==> src/rtl/btn_debounce.sv <==
// Push-button conditioner: input synchroniser, then a qualification FSM that
// commits a level change only after STABLE_CYCLES consecutive equal samples.
module btn_debounce #(
  parameter int STABLE_CYCLES = 16,
  parameter int SYNC_STAGES   = 2
) (
  input  logic clk_i,
  input  logic rstn_i,
  input  logic btn_i,
  output logic btn_o,
  output logic rise_o,
  output logic fall_o,
  output logic busy_o
);

  localparam int CNT_W = $clog2(STABLE_CYCLES + 1);
  localparam logic [CNT_W-1:0] CNT_ZERO = '0;
  localparam logic [CNT_W-1:0] CNT_ONE  = CNT_W'(1);
  localparam logic [CNT_W-1:0] CNT_LAST = CNT_W'(STABLE_CYCLES - 1);

  localparam logic [1:0] IDLE_LOW  = 2'd0;
  localparam logic [1:0] WAIT_HIGH = 2'd1;
  localparam logic [1:0] IDLE_HIGH = 2'd2;
  localparam logic [1:0] WAIT_LOW  = 2'd3;

  logic [SYNC_STAGES-1:0] sync_reg;
  logic                   sync_s;

  logic [1:0]       state_reg, state_next;
  logic [CNT_W-1:0] cnt_reg, cnt_next;
  logic             btn_reg, btn_next;
  logic             rise_reg, rise_next;
  logic             fall_reg, fall_next;

  // Bit 0 captures the raw pin; the FSM only ever looks at the last stage.
  always_ff @(posedge clk_i or negedge rstn_i) begin
    if (!rstn_i) begin
      sync_reg <= '0;
    end else begin
      sync_reg <= {sync_reg[SYNC_STAGES-2:0], btn_i};
    end
  end

  assign sync_s = sync_reg[SYNC_STAGES-1];

  always_comb begin
    state_next = state_reg;
    cnt_next   = cnt_reg;
    btn_next   = btn_reg;
    rise_next  = 1'b0;
    fall_next  = 1'b0;
    case (state_reg)
      IDLE_LOW: begin
        btn_next = 1'b0;
        if (sync_s) begin
          state_next = WAIT_HIGH;
          cnt_next   = CNT_ONE;
        end
      end
      WAIT_HIGH: begin
        if (!sync_s) begin
          state_next = IDLE_LOW;
          cnt_next   = CNT_ZERO;
        end else if (cnt_reg == CNT_LAST) begin
          state_next = IDLE_HIGH;
          cnt_next   = CNT_ZERO;
          btn_next   = 1'b1;
          rise_next  = 1'b1;
        end else begin
          cnt_next = cnt_reg + CNT_ONE;
        end
      end
      IDLE_HIGH: begin
        btn_next = 1'b1;
        if (!sync_s) begin
          state_next = WAIT_LOW;
          cnt_next   = CNT_ONE;
        end
      end
      WAIT_LOW: begin
        if (sync_s) begin
          state_next = IDLE_HIGH;
          cnt_next   = CNT_ZERO;
        end else if (cnt_reg == CNT_LAST) begin
          state_next = IDLE_LOW;
          cnt_next   = CNT_ZERO;
          btn_next   = 1'b0;
          fall_next  = 1'b1;
        end else begin
          cnt_next = cnt_reg + CNT_ONE;
        end
      end
      default: begin
        // Corrupted state register: fall back to a quiet released button.
        state_next = IDLE_LOW;
        cnt_next   = CNT_ZERO;
        btn_next   = 1'b0;
      end
    endcase
  end

  always_ff @(posedge clk_i or negedge rstn_i) begin
    if (!rstn_i) begin
      state_reg <= IDLE_LOW;
      cnt_reg   <= CNT_ZERO;
      btn_reg   <= 1'b0;
      rise_reg  <= 1'b0;
      fall_reg  <= 1'b0;
    end else begin
      state_reg <= state_next;
      cnt_reg   <= cnt_next;
      btn_reg   <= btn_next;
      rise_reg  <= rise_next;
      fall_reg  <= fall_next;
    end
  end

  assign btn_o  = btn_reg;
  assign rise_o = rise_reg;
  assign fall_o = fall_reg;
  assign busy_o = (state_reg == WAIT_HIGH) || (state_reg == WAIT_LOW);

endmodule

==> config.mk <==
export PLATFORM = sky130hd
export DESIGN_NAME = btn_debounce
export DESIGN_NICKNAME = d
export VERILOG_FILES = /design/src/rtl/btn_debounce.sv
export SDC_FILE = /design/constraint.sdc
export NUM_CORES = 1
export LEC_CHECK = 0
export CORE_MARGIN = 5
export CORE_UTILIZATION = 50
export DETAILED_ROUTE_END_ITERATION = 10
export GPL_TIMING_DRIVEN = 0
export PLACE_DENSITY_LB_ADDON = 0.05
export SLEW_MARGIN = 15
export SYNTH_ARGS = -nofsm -noshare
export SYNTH_HDL_FRONTEND = slang
export SYNTH_SLANG_ARGS = --single-unit
==> constraint.sdc <==
create_clock -name clk_i -period 1.9 [get_ports clk_i]
set_clock_uncertainty 0.2 [all_clocks]
set_input_delay 0.285 -clock clk_i [delete_from_list [all_inputs] [get_ports clk_i]]
set_output_delay 0.285 -clock clk_i [all_outputs]
set_load 0.005 [all_outputs]
==> metrics.md <==
| Metric | Value |
|---|---|
| Outcome | complete, no violations |
| I/O pin count | 7 |
| CTS tree | done |
| Row cnt | 13 |
| Worst relative slew slack | 64.1% |
| ANT nets after route | 0 |
| Max Cap Violations | 0 |
| Largest net degree at the start of global routing | 13 |
| Most frequent cell after synthesis | dfrtp_1 |
| Unique masters post-synth | 23 |
| Initial antenna violation count | 0 |
| Via Count | 434 |
| Share of cells above drive strength 1 | between 30 and 40% |
| Syn nets | 63 |
| Synthesis warning total | 0 |
| Critical Path Fanout Max | 5 |
| Worst Reg2Reg Path Length in Cells | 6 |
| Most used DFF post-synth | dfrtp_1 |
| Slew @ Worst Pin | 0.538 ns |
| Worst vdd ir | 0.000794 V |
| Final antenna diode count | 0 |
| Synth area leader | dfrtp_1 |
| Final Max Tran Viols | 0 |
| Post-synth ARST share | 100% |
| Crit start category | flop |
| Worst Path Required | 1.86 ns |
| Post-synth top area share | a little under half |
| First drt pass iteration count | 4 |
| CTS H-Tree Depth | 1 |
| Post-Synthesis Cells | 55 |
| Hold Buf Count CTS | 0 |
| CTS buffer count | 3 |
| Leak Pwr | 0.406 nW |
| Worst hold path class | in -> async |
| Register area | 303 um^2 |
| Final period utilization | 96.8% |
| Initial core utilization | 51.1% |
| Post-synth EDFFs | 0 |
| Cell Area, Placed | 727 um^2 |
| Drt drc | 0 |
| Multi-input logic area | 354 um^2 |
| PortBufs | 6 |
| Top cells by area, synth | dfrtp_1 (46%), ha_1 (9.7%), mux2_4 (6.9%) |
| Core ar. | 1270 um^2 |
| DRT Wirelength | 1150 um |
| 1st-iter DRT viols | 5 |
| Finished Core Util | around 64% |
| Final worst slack | 0.0599 ns |
| # fillers | 103 |
| Final Total Pwr | about 0.0012 W |
| Area growth syn-to-layout | 24.7% |
| GP Congestion | 0.748 |
| Placement Setup Slack | -0.0917 ns |
| Vias per inst | between 5 and 6 |
| Clock sinks | 12 |
| Avg Cell Area, Syn | 11.8 um^2 |
| Top post-synthesis cells by count | dfrtp_1 (12), o21ai_0 (6), ha_1 (5) |
| Cell chosen for the clock root | clkbuf_4 |
| Gr usage total | 13.7% |
| Post-synthesis instance area | 648 um^2 |
| Hpwl dp | 823 um |
| First-pass GRT wire length | 2010 um |
| PD cells | 1500 nW/um^2 |
| WP data arrival | 1.80 ns |
| Fin. Hold Viols | 0 |
| Sequential cell area fraction in the yosys report | 46.3% |
| WS Path Type | reg -> reg |
| Min Tclk post-route | roughly 1.8 ns |
| Max Fclk | 543 MHz |
| Post-route cell area | 808 um^2 |
| RSZ-0062 raised after global routing | false |
| Drt wl/cell | 14.0 um |
| Vias in the first global route | 436 |
| Die area | approximately 2100 um^2 |
| Clock-pin slew on the worst setup and hold paths | roughly 0.080 ns |
| Max reg flops | 5 |
| Endpoint type of the worst setup path | flop |
| Final setup vio count | 0 |
| NumNets Final | 76 |
| Flops & latches, synth | 12 |
| Worst-skew pair later-pin latency | 0.27 ns |
| Die X | 46.0 um |
| Die height | 46.0 um |
| Grt total ovfl | 0 |
| Setup TNS Final | 0 ns |
| CTS max path bufs | 2 |
==> area by class of cell <==
class,count,share of cell area [%]
buffer,1,1.39
timing repair buffer,8,8.67
multi-input combinational,38,43.8
inverter,4,1.86
sequential,12,37.5
tap,15,2.32
clock buffer,4,4.49
==> metal layers <==
metal | global-route usage, % | share of wire, % | routed length [um] | vias up
met1 | 17.4 | 47 | 545 | 209
met4 | 3.41 | 0.52 | 6 | 0
met2 | 22.8 | 49 | 559 | 6
li1 | - | - | - | 217
met3 | 3.56 | 3.5 | 40 | 2
met5 | 0 | 0 | 0 | -
==> kinds of logic after synthesis <==
family          Yosys count  share of synthesized area (%)
mux                       6                           11.8
fa+ha+maj                 5                           9.65
flops                    12                           46.3
compound gates           13                           13.9
simple gates             14                           14.3
buf+inv                   5                           4.05
==> final timing paths <==
path	start	to	slack, ns
min	rstn_i	cnt_reg[2]	0.16
max	state_reg[0]	cnt_reg[3]	0.06
max in group asynchronous	rstn_i	state_reg[0]	0.95
min reg2reg	sync_reg[0]	sync_reg[1]	0.16
max reg2reg	state_reg[0]	cnt_reg[3]	0.06
min in group clk_i	sync_reg[0]	sync_reg[1]	0.16
==> critical path, cell delays in order (launching register included) <==
cell and delay [ns]:
dfrtp_2 0.47, ha_4 0.19, buf_4 0.14, mux2_4 0.29, and3_2 0.19, o21ai_0 0.14
o41ai_1 0.09
==> per-stage QoR <==
stage          hold slack (ns)  cells
3_5_place_dp             0.141     76
4_1_cts                  0.159     82
5_1_grt                  0.172     82
3_3_place_gp             0.133     76
2_1_floorplan           -0.211     55
6_report                 0.158     82
==> power breakdown <==
group / leakage, nW / switching [W] / internal, W
clock: 0.0210 / 0.0000871 / 0.000116
combinational: 0.235 / 0.000283 / 0.000333
sequential: 0.151 / 0.0000746 / 0.000322
==> cells in the final DEF (no fill, tap or decap) <==
| cell | instances |
|---|---|
| a21boi_0 | 1 |
| a21o_1 | 1 |
| a21oi_4 | 1 |
| a31oi_1 | 2 |
| and3_2 | 1 |
| buf_4 | 2 |
| buf_6 | 1 |
| clkbuf_2 | 1 |
| clkbuf_4 | 3 |
| clkbuf_8 | 1 |
| clkdlybuf4s50_1 | 5 |
| dfrtp_1 | 10 |
| dfrtp_2 | 2 |
| ha_1 | 2 |
| ha_2 | 1 |
| ha_4 | 2 |
| inv_1 | 3 |
| inv_2 | 1 |
| mux2_2 | 1 |
| mux2_4 | 3 |
| mux2i_1 | 2 |
| nand2_1 | 3 |
| nand2_2 | 2 |
| nand3_1 | 2 |
| nand4b_4 | 1 |
| nor2_1 | 2 |
| nor3b_1 | 1 |
| nor4b_1 | 1 |
| o21a_1 | 1 |
| o21ai_0 | 5 |
| o21ai_1 | 1 |
| o41ai_1 | 1 |
| or2_4 | 1 |
==> timing repair <==
item / in CTS / in global routing
buffers inserted: 2 / 0
gates resized for setup: 9 / 5
pin swaps: 1 / 1
endpoints found under the setup margin: 1 / 4
(Power assumes the default switching activity.)
